$ cat src/rtl/uart_fifo_bridge.sv
// Byte buffering between the host bus and the uart core: a TX FIFO that feeds the
// uart start_tx/tx_done handshake and an RX FIFO filled from rx_available/rx_clear.
module uart_fifo_bridge #(
  parameter int DEPTH = 4,
  parameter int AW    = 2
) (
  input  logic          clk,
  input  logic          rst_n,
  input  logic          tx_wr_en,
  input  logic [7:0]    tx_wr_data,
  output logic          tx_full,
  output logic [AW:0]   tx_count,
  input  logic          rx_rd_en,
  output logic [7:0]    rx_rd_data,
  output logic          rx_empty,
  output logic [AW:0]   rx_count,
  output logic          rx_overflow,
  input  logic          overflow_clr,
  output logic          uart_start_tx,
  output logic [7:0]    uart_tx_value,
  input  logic          uart_tx_done,
  input  logic          uart_rx_available,
  input  logic [7:0]    uart_rx_value,
  output logic          uart_rx_clear
);
  localparam int        CW         = AW + 1;
  localparam logic [AW:0] FULL_COUNT = DEPTH[AW:0];

  typedef enum logic [1:0] {TX_IDLE, TX_BUSY, TX_RELEASE} tx_state_t;
  typedef enum logic [1:0] {RX_IDLE, RX_SETTLE, RX_CAPTURE, RX_CLEAR} rx_state_t;

  tx_state_t   tx_state;
  rx_state_t   rx_state;

  logic [7:0]  tx_mem [DEPTH];
  logic [7:0]  rx_mem [DEPTH];
  logic [AW-1:0] tx_wptr, tx_rptr, rx_wptr, rx_rptr;

  logic tx_push, tx_pop, rx_push, rx_pop, rx_space, rx_drop;

  assign tx_full    = (tx_count == FULL_COUNT);
  assign rx_empty   = (rx_count == '0);
  assign rx_rd_data = rx_mem[rx_rptr];

  assign tx_push  = tx_wr_en && !tx_full;
  assign tx_pop   = (tx_state == TX_IDLE) && (tx_count != '0);
  assign rx_pop   = rx_rd_en && !rx_empty;
  // A host pop in the capture cycle frees the slot the incoming byte needs.
  assign rx_space = (rx_count != FULL_COUNT) || rx_pop;
  assign rx_push  = (rx_state == RX_CAPTURE) && rx_space;
  assign rx_drop  = (rx_state == RX_CAPTURE) && !rx_space;

  always_ff @(posedge clk) begin
    if (tx_push) tx_mem[tx_wptr] <= tx_wr_data;
  end

  always_ff @(posedge clk or negedge rst_n) begin
    if (!rst_n) begin
      tx_wptr  <= '0;
      tx_rptr  <= '0;
      tx_count <= '0;
    end else begin
      if (tx_push) tx_wptr <= tx_wptr + AW'(1);
      if (tx_pop)  tx_rptr <= tx_rptr + AW'(1);
      tx_count <= tx_count + CW'(tx_push) - CW'(tx_pop);
    end
  end

  always_ff @(posedge clk or negedge rst_n) begin
    if (!rst_n) begin
      tx_state      <= TX_IDLE;
      uart_start_tx <= 1'b0;
      uart_tx_value <= '0;
    end else begin
      case (tx_state)
        TX_IDLE: if (tx_pop) begin
          uart_tx_value <= tx_mem[tx_rptr];
          uart_start_tx <= 1'b1;
          tx_state      <= TX_BUSY;
        end
        TX_BUSY: if (uart_tx_done) begin
          uart_start_tx <= 1'b0;
          tx_state      <= TX_RELEASE;
        end
        TX_RELEASE: if (!uart_tx_done) tx_state <= TX_IDLE;
        default: tx_state <= TX_IDLE;
      endcase
    end
  end

  always_ff @(posedge clk or negedge rst_n) begin
    if (!rst_n) begin
      for (int i = 0; i < DEPTH; i++) rx_mem[i] <= '0;
      rx_wptr  <= '0;
      rx_rptr  <= '0;
      rx_count <= '0;
    end else begin
      if (rx_push) begin
        rx_mem[rx_wptr] <= uart_rx_value;
        rx_wptr         <= rx_wptr + AW'(1);
      end
      if (rx_pop) rx_rptr <= rx_rptr + AW'(1);
      rx_count <= rx_count + CW'(rx_push) - CW'(rx_pop);
    end
  end

  // rx_value is only valid one cycle after rx_available rises, hence RX_SETTLE.
  always_ff @(posedge clk or negedge rst_n) begin
    if (!rst_n) begin
      rx_state      <= RX_IDLE;
      uart_rx_clear <= 1'b0;
    end else begin
      case (rx_state)
        RX_IDLE: begin
          uart_rx_clear <= 1'b0;
          if (uart_rx_available) rx_state <= RX_SETTLE;
        end
        RX_SETTLE: rx_state <= RX_CAPTURE;
        RX_CAPTURE: begin
          uart_rx_clear <= 1'b1;
          rx_state      <= RX_CLEAR;
        end
        RX_CLEAR: if (!uart_rx_available) begin
          uart_rx_clear <= 1'b0;
          rx_state      <= RX_IDLE;
        end
        default: rx_state <= RX_IDLE;
      endcase
    end
  end

  always_ff @(posedge clk or negedge rst_n) begin
    if (!rst_n)            rx_overflow <= 1'b0;
    else if (rx_drop)      rx_overflow <= 1'b1;
    else if (overflow_clr) rx_overflow <= 1'b0;
  end
endmodule

$ cat config.mk
export PLATFORM = sky130hd
export DESIGN_NAME = uart_fifo_bridge
export DESIGN_NICKNAME = d
export VERILOG_FILES = /design/src/rtl/uart_fifo_bridge.sv
export SDC_FILE = /design/constraint.sdc
export NUM_CORES = 1
export LEC_CHECK = 0
export BUFFER_PORTS_ARGS = -buffer_cell sky130_fd_sc_hd__buf_4
export CAP_MARGIN = 20
export CORE_MARGIN = 8
export CORE_UTILIZATION = 45
export DETAILED_ROUTE_END_ITERATION = 10
export GPL_TIMING_DRIVEN = 0
export HOLD_SLACK_MARGIN = 0.08
export PLACE_DENSITY_LB_ADDON = 0.15
export SKIP_LAST_GASP = 1
export SLEW_MARGIN = 0
export SYNTH_ARGS = -nofsm -noshare
export SYNTH_HDL_FRONTEND = slang
export SYNTH_SLANG_ARGS = --single-unit
$ cat constraint.sdc
create_clock -name clk -period 2.6 [get_ports clk]
set_input_delay 0.52 -clock clk [delete_from_list [all_inputs] [get_ports clk]]
set_output_delay 0.52 -clock clk [all_outputs]
set_load 0.005 [all_outputs]
* Yosys cells after proc, flatten, opt, wreduce, memory -nomap -nowiden
Memory sizes are Yosys's and may differ from the RTL's. A register that Yosys moved wholly into a read port is not among the register bits. Index checks and enable logic that the tools add are counted.
Storage, ports and cells: register bits after elaboration 53, output and inout bits 27, input bits 23, memories 1, bits in writable memories 32
Memory list:
- tx_mem | depth 4, bits a word 8, read ports 1, clocked after Yosys merged registers in 1, write ports 1, RTL line 35 | logic [7:0] tx_mem [DEPTH];
Operators by class: bitwise logic cells 2, equality and inequality tests 12, $add $sub $neg 8, $lt $le $gt $ge 3, reduce and logical (&&, ||, !) cells 23, mux-type cells 22
Operators by type and width (number):
- $bwmux 32 | 1
- $mux 8 | 3
- $bmux 8 s2 | 1
- $demux 8 s2 | 1
- $mux 2 | 5
- $ne 2x2->1 const B | 5
- $add 2x1->2 const B | 4
- $pmux 2 s4 | 1
- $mux 1 | 7
- $add 3x1->3 | 2
- $eq 2x2->1 const B | 3
- $ge 3x3->1 const B | 2
- $logic_and 1x1->1 | 6
- $not 2->3 | 2
- $pmux 2 s3 | 1
- $reduce_and 2->1 | 3
- $reduce_and 3->1 | 2
- $reduce_bool 3->1 | 2
- $sub 3x1->3 | 2
- $eq 2x1->1 const B | 2
- $logic_not 1->1 | 4
- $logic_not 2->1 | 2
- $reduce_bool 2->1 | 2
- $eq 3x3->1 const B | 1
- 6 further kinds | 6

* Depth between registers and ports, before layout
Gate-level depths: netlist of run 1.
word-level depth 7, depth in mapped cells 11, depth with buffers taken out 10

* Worst setup path before layout of run 1
OpenSTA, ideal clock, no wires.
path type input to register, start input rx_rd_en, end register rx_count[2], required time 2.475 ns, arrival 2.257 ns, cell stages on the path 9, setup slack 0.218 ns, cells stage by stage or4b_4 -> buf_6 -> nand2_2 -> ha_1 -> inv_1 -> ha_1 -> fa_1 -> xor2_1 -> xnor2_1
On the way: cells in the longest elaborated chain, start to end 5
RTL lines:
- start: declaration | RTL line 13 | input logic rx_rd_en,
- $logic_and 1x1->1 (*) | RTL line 47 | assign rx_pop = rx_rd_en && !rx_empty;
- $logic_or 1x1->1 | RTL line 49 | assign rx_space = (rx_count != FULL_COUNT) || rx_pop;
- $logic_and 1x1->1 | RTL line 50 | assign rx_push = (rx_state == RX_CAPTURE) && rx_space;
- $add 3x1->3 | RTL line 103 | rx_count <= rx_count + CW'(rx_push) - CW'(rx_pop);
- $sub 3x1->3 (*) | RTL line 103
- end signal: assignment | RTL line 103
- end: declaration | RTL line 16 | output logic [AW:0] rx_count,
Every way passes the cells marked *; elsewhere a longest branch is shown, timed or not. A chain may end at the register's enable or synchronous reset.

* Worst setup path after layout of run 1
start register tx_count[1], end register tx_count[2]
On the way: elaborated cells between the ends (all ways) 7
RTL lines:
- start: declaration | RTL line 12 | output logic [AW:0] tx_count,
- start signal: assignment | RTL line 65 | tx_count <= tx_count + CW'(tx_push) - CW'(tx_pop);
- $reduce_bool 3->1 | RTL line 46 | assign tx_pop = (tx_state == TX_IDLE) && (tx_count != '0);
- $logic_and 1x1->1 | RTL line 46
- via tx_pop | RTL line 39 | logic tx_push, tx_pop, rx_push, rx_pop, rx_space, rx_drop;
- $sub 3x1->3 | RTL line 65
The timed path passes the listed nets, and every way through them passes these cells.

==> summary.md, run 1 <==
| Metric | Value |
|---|---|
| Most frequent CP cell | `inv_1` |
| Arr. time, crit path | `approximately 2700 ps` |
| Initial DRC Count | `51` |
| Layout cells sized above 1 | `a little under half` |
| TritonCTS clock tree | `done` |
| Antenna viol nets, final | `0` |
| Antenna Cells | `0` |
| Pre-antenna DRT Iters | `4` |
| Most frequent cells in the layout | `61 x dfrtp_1, 51 x buf_4, 34 x mux2_2` |
| M1 WL | `3.03 mm` |
| Crit path capture type | `flop` |
| Distinct cells, synth | `32` |
| Crit path largest cell delay | `460 ps` |
| Number of flops mapped to enable cells by yosys | `32` |
| CP Cell Sequence | `nor3_2 -> or3_4 -> buf_4 -> inv_1 -> ha_1 -> inv_1 -> ha_1 -> inv_1 -> fa_1 -> xnor2_1 -> xnor2_1` |
| Min-delay worst type | `in -> async` |
| Met2 WL | `around 3.4 mm` |
| Total number of vias | `2,069` |
| Final hold viol count | `0` |
| Port bufs | `between 40 and 50` |
| CP top delay family | `adder cells` |
| Fin crit share | `between 90% and 100%` |
| Highest Signal Layer | `met4` |
| Setup Skew | `around 12 ps` |
| Wirelength per Cell | `between 15 and 20 microns` |
| Synthesis Warnings | `0` |
| Clk buf depth | `2` |
| FMAX | `0.414 GHz` |
| Clock transition at path regs | `roughly 100 ps` |
| Post-CTS setup buffer count | `0` |
| Initial antenna violation count | `0` |
| Kind of critical path | `reg -> reg` |
| Total leakage power | `between 0.002 and 0.0025 uW` |
| Sequential share of the synthesized area | `61.6%` |
| Cells after DPL | `between 300 and 400` |
| Synth Cell Area | `roughly 4000 sq um` |
| Met3 wire len | `between 200 and 300 microns` |
| Die Ht | `about 110 microns` |
| Yosys reg bits | `93` |
| Setup ws final | `between 150 and 200 ps` |
| GPL Wtd Cong | `~0.66` |
| WL final | `~6.8 mm` |
| Startpoint types | `flop` |
| Largest net degree at the start of global routing | `62` |
| Max H-tree Level | `3` |
| Die W | `about 110 microns` |
| Die area | `12,300 sq um` |
| Layout net count | `~340` |
| RR Endpoint | `tx_count[2]$_DFF_PN0_` |
| Final setup violation count | `0` |
| Final Hold Slack | `about 230 ps` |
| Post-Layout Cell Count | `about 410` |
| WP buf/inv | `4` |
| Clock root buffer | `clkbuf_8` |
| Final Util | `54.6%` |
| Avg Inst Size Synth | `between 15 and 20 sq um` |
| Max cap viols | `0` |
| PD cells | `roughly 1200 nW/um^2` |
| Period minus WS final | `2420 ps` |
| Pins Over Slew Limit | `0` |
| Starting Density | `between 40% and 50%` |
| Syn Inst Count | `between 200 and 250` |
| Area delta synth->final | `18.1%` |
| I/O pins | `50` |
| Max-slew headroom | `about half` |
| HPWL after DPL | `around 4.6 mm` |
| DR vias/cell | `approximately 5.1` |
| Worst vdd ir | `0.000461 V` |
| PnR Total Power | `approximately 5900 uW` |
| # hold bufs at CTS | `0` |
| Total track usage | `a little under an eighth` |
| WP data required | `approximately 2900 ps` |
| First-pass GRT wire length | `11.6 mm` |
| Worst reg2reg path depth | `11` |
| Number of CTS-inserted buffers | `9` |
| Syn Nets | `~280` |
| Remaining DRCs | `0` |
| Core ar. | `around 8700 sq um` |
| Reg2Reg Setup Slack | `180 ps` |
| Commonest non-fill, non-tap cell in the layout | `dfrtp_1` |
| Crit path max fanout | `10` |
| Critical Path Source | `tx_count[1]$_DFF_PN0_` |
| Worst r2r src | `tx_count[1]$_DFF_PN0_` |
| Clock Latency Late Sink | `roughly 360 ps` |
| Status | `finished, final reports clean` |
| Pre-CTS setup slack | `-45.1 ps` |
| Worst slew pin tran | `~770 ps` |
| Vias in the first global route | `approximately 2,200` |
| CTS sink cnt | `93` |
| Synth Flop Type | `dfrtp_1` |
| Total grt overflow | `0` |
| Rows | `34` |
| Asr flop ratio synth | `approximately two thirds` |
| Slowest CP cell | `dfrtp_1` |
per-stage QoR:
step                      area [sq um]  TNS, ps
after floorplan                   4040        0
after global routing              4760    -23.6
after global placement            4540        0
final                             4760        0
after detailed placement          4540    -45.1
after CTS                         4750        0
state kept, by name, summed over array words and instances, names as in the netlist, 2 cells and up:
signal,flops
tx_count,3
tx_state,2
tx_rptr,2
tx_wptr,2
tx_mem,32
rx_count,3
rx_wptr,2
rx_mem,32
uart_tx_value,8
rx_state,2
rx_rptr,2
worst max-delay path by stage:
| stage | endpoint | depth (start not counted) |
|---|---|---|
| after floorplan | rx_count[2]$_DFF_PN0_ | 9 |
| after detailed placement | tx_count[2]$_DFF_PN0_ | 11 |
| final | tx_count[2]$_DFF_PN0_ | 11 |
| after global routing | tx_count[2]$_DFF_PN0_ | 11 |
| after global placement | tx_count[2]$_DFF_PN0_ | 11 |
| after CTS | tx_count[2]$_DFF_PN0_ | 11 |
cell type report:
class | instances | area [sq um]
fillers | 714 | 3960
flip-flops and latches | 93 | 2490
multi-input cells | 119 | 1460
repair buffers | 49 | 368
well taps | 108 | 135
clock buffers | 9 | 124
clock inverters | 7 | 87.6
inverters | 17 | 63.8
plain buffers | 7 | 43.8
power by group:
part	internal [uW]	total (uW)	switching (uW)
Clock	468	1010	541
Combinational	1440	2430	994
Sequential	2130	2440	315
logic make-up after synthesis:
group / synth area share (%)
flip-flops: 61.6
AO/OA/AOI/OAI: 1.46
buffers and inverters: 2.60
adder cells (fa/ha/maj): 5.95
XOR/XNOR: 2.17
AND/OR/NAND/NOR: 4.53
multiplexers: 21.6
timing repair:
action,4_1_cts,5_1_grt
resized for setup,1,3
pin swaps,0,0
endpoints found under the setup margin,1,1
per-layer routing:
metal | up-vias | track usage, %
met2 | 36 | 18.8
met3 | 9 | 4.22
met5 | - | 0
li1 | 975 | -
met4 | 0 | 4.05
met1 | 1049 | 14.5
worst reg2reg max path: stages (launching register included):
cell and delay (ps):
dfrtp_1 460, nor3_2 260, or3_4 190, buf_4 190
inv_1 60, ha_1 260, inv_1 50, ha_1 130
inv_1 50, fa_1 370, xnor2_1 180, xnor2_1 140
cell usage after synthesis, drive strengths merged, types with 2 or more instances:
library cell / n / area [sq um]
dfrtp: 61 / 1530
mux2: 42 / 503
edfxtp: 32 / 961
inv: 17 / 63.8
ha: 16 / 200
mux4: 16 / 360
xnor2: 8 / 70.1
buf: 6 / 37.5
o21ai: 6 / 30.0
nand2: 5 / 21.3
and2: 4 / 25.0
nand3: 4 / 70.1
fa: 2 / 40.0
nand2b: 2 / 12.5
nor3: 2 / 10.0
or4b: 2 / 23.8
xor2: 2 / 17.5
Note: power is estimated with default switching activity, not from simulation.
==> inputs of run 2 (changes only) <==
--- a/config.mk
+++ b/config.mk
@@ -9,6 +9,7 @@
 export CAP_MARGIN = 20
 export CORE_MARGIN = 8
 export CORE_UTILIZATION = 45
+export CTS_BUF_LIST = sky130_fd_sc_hd__clkbuf_16
 export DETAILED_ROUTE_END_ITERATION = 10
 export GPL_TIMING_DRIVEN = 0
 export HOLD_SLACK_MARGIN = 0.08
==> run 2 against run 1 <==
Compared with the run above: clock power grew 33%; sequential cell count is the same; die area stayed put; register-to-register slack hardly changed; critical endpoint unchanged; critical path depth is the same; global-route usage is 0.10 points higher; largest power group unchanged; power up 5.8%; worst setup slack better by 8.7 ps; via count up 0.34%.
==> summary.md, run 2 (same netlist as run 1, synthesis figures left out) <==
| Metric | Value |
|---|---|
| Crit path capture type | `flop` |
| FMAX | `0.415 GHz (+0.36%)` |
| Die W | `111 microns (unchanged)` |
| Clock transition at path regs | `70 ps (-30 ps)` |
| Startpoint types | `flop` |
| DR vias/cell | `5.08 (+0.34%)` |
| Layout net count | `337 (unchanged)` |
| Port bufs | `49 (unchanged)` |
| CTS sink cnt | `93 (unchanged)` |
| Starting Density | `46.3% (unchanged)` |
| Rows | `34 (unchanged)` |
| Max cap viols | `0 (unchanged)` |
| Max H-tree Level | `3 (unchanged)` |
| Setup Skew | `7.44 ps (-4.83 ps)` |
| Kind of critical path | `reg -> reg` |
| CP top delay family | `adder cells` |
| Commonest non-fill, non-tap cell in the layout | `dfrtp_1` |
| First-pass GRT wire length | `11.6 mm (+0.66%)` |
| Pins Over Slew Limit | `0 (unchanged)` |
| Antenna Cells | `0 (unchanged)` |
| GPL Wtd Cong | `0.665 (unchanged)` |
| Crit path max fanout | `10 (unchanged)` |
| Area after DPL | `4540 sq um (unchanged)` |
| Vias in the first global route | `2,241 (+0.95%)` |
| Setup ws final | `192 ps (+8.65 ps)` |
| RR Endpoint | `tx_count[2]$_DFF_PN0_` |
| Fin crit share | `92.6% (-0.33 points)` |
| Number of CTS-inserted buffers | `9 (unchanged)` |
| Core ar. | `8720 sq um (unchanged)` |
| Clock root buffer | `clkbuf_16` |
| Worst r2r src | `tx_count[1]$_DFF_PN0_` |
| Post-CTS setup buffer count | `0 (unchanged)` |
| Die area | `12,300 sq um (unchanged)` |
| Arr. time, crit path | `2630 ps (-70 ps)` |
| Total number of vias | `2,076 (+0.34%)` |
| Pre-antenna DRT Iters | `4 (unchanged)` |
| Reg2Reg Setup Slack | `190 ps (about the same)` |
| WP data required | `2820 ps (-60 ps)` |
| Initial DRC Count | `48 (-5.9%)` |
| Max-slew headroom | `48.2% (-0.71 points)` |
| Most frequent CP cell | `inv_1` |
| Clk buf depth | `2 (unchanged)` |
| # hold bufs at CTS | `0 (unchanged)` |
| Worst reg2reg path depth | `11 (unchanged)` |
| Area of the multi-input gates | `1460 sq um (unchanged)` |
| HPWL after DPL | `4.62 mm (unchanged)` |
| Worst vdd ir | `0.000448 V (-2.8%)` |
| Slowest CP cell | `dfrtp_1` |
| FF/Latch Area | `2490 sq um (unchanged)` |
| Remaining DRCs | `0 (unchanged)` |
| Layout cells sized above 1 | `45.8% (unchanged)` |
| Antenna viol nets, final | `0 (unchanged)` |
| Total leakage power | `0.00208 uW (+2.3%)` |
| Clock Latency Late Sink | `330 ps (-30 ps)` |
| Initial antenna violation count | `0 (unchanged)` |
| Area delta synth->final | `20.6%` |
| Largest net degree at the start of global routing | `62 (unchanged)` |
| Status | `finished, final reports clean` |
| Die Ht | `111 microns (unchanged)` |
| WP buf/inv | `4 (unchanged)` |
| Crit path largest cell delay | `450 ps (about the same)` |
| Layout fillers | `709 (-0.70%)` |
| Min-delay worst type | `in -> async` |
| Final instance area | `4870 sq um (+2.1%)` |
| Final hold viol count | `0 (unchanged)` |
| Total grt overflow | `0 (unchanged)` |
| Final setup violation count | `0 (unchanged)` |
| Most frequent cells in the layout | `61 x dfrtp_1, 51 x buf_4, 34 x mux2_2` |
| WL final | `6.79 mm (about the same)` |
| Worst slew pin tran | `777 ps (+10.7 ps)` |
| I/O pins | `50 (unchanged)` |
| Pre-CTS setup slack | `-45.1 ps (unchanged)` |
| CP Cell Sequence | `nor3_2 -> or3_4 -> buf_4 -> inv_1 -> ha_1 -> inv_1 -> ha_1 -> inv_1 -> fa_1 -> xnor2_1 -> xnor2_1` |
| Total track usage | `11.9% (+0.10 points)` |
| Wirelength per Cell | `16.6 microns (about the same)` |
| PD cells | `1280 nW/um^2 (+3.6%)` |
| Largest registers | `rx_mem x32, tx_mem x32, uart_tx_value x8` |
| Period minus WS final | `2410 ps (-8.65 ps)` |
| TritonCTS clock tree | `done` |
## run 2: cell count changes in the layout (fill, tap and decap cells not counted)
cell       delta
clkbuf_8      -9
clkbuf_16     +9
## run 2: worst register-to-register path, delay by kind of cell (launching register included)
| family | cells | cell delay (ps) |
|---|---|---|
| fa+ha+maj | 3 | 760 |
| flops | 1 | 450 |
| simple gates | 2 | 450 |
| buf+inv | 4 | 350 |
| xor+xnor | 2 | 280 |
## run 2: repair_timing
item | in CTS | in global routing
pin swaps | 0 | 0
gates resized for setup | 1 | 3
hold endpoints to repair | 0 | 0
endpoints found under the setup margin | 1 | 1
## run 2: layout make-up
type | count | area share (%)
clock buffers | 9 | 4.63
flip-flops and latches | 93 | 51.1
clock inverters | 7 | 1.80
inverters | 17 | 1.31
well taps | 108 | 2.78
plain buffers | 7 | 0.900
repair buffers | 49 | 7.56
multi-input cells | 119 | 29.9
## run 2: worst max path at each step
stage / start / to / cells past startpoint
finish: tx_count[1]$_DFF_PN0_ / tx_count[2]$_DFF_PN0_ / 11
global route: tx_count[1]$_DFF_PN0_ / tx_count[2]$_DFF_PN0_ / 11
CTS: tx_count[1]$_DFF_PN0_ / tx_count[2]$_DFF_PN0_ / 11
detailed placement: tx_count[1]$_DFF_PN0_ / tx_count[2]$_DFF_PN0_ / 11
global placement: tx_count[1]$_DFF_PN0_ / tx_count[2]$_DFF_PN0_ / 11
floorplan: rx_rd_en / rx_count[2]$_DFF_PN0_ / 9
## run 2: power by group
group | switching, uW | total, uW | internal, uW
Clock | 576 | 1340 | 769
Combinational | 994 | 2430 | 1440
Sequential | 317 | 2450 | 2130
## run 2: stage by stage
stage               hold WS (ps)  util, %  TNS [ps]  total power [uW]  instances
global placement             483     52.0         0              4890        393
floorplan                    224        -         0              4090        236
global route                 326     55.8     -16.7              6710        409
detailed placement           487     52.0     -45.1              4950        393
CTS                          301     55.7         0              6330        409
finish                       262     55.8         0              6220        409
## run 2: metal layers
metal	vias up	GRT usage [%]	share of wire (%)
met5	-	0	0
met4	0	4.59	1.3
li1	977	-	-
met2	42	19.4	50
met1	1052	14.4	44
met3	5	3.90	4.3
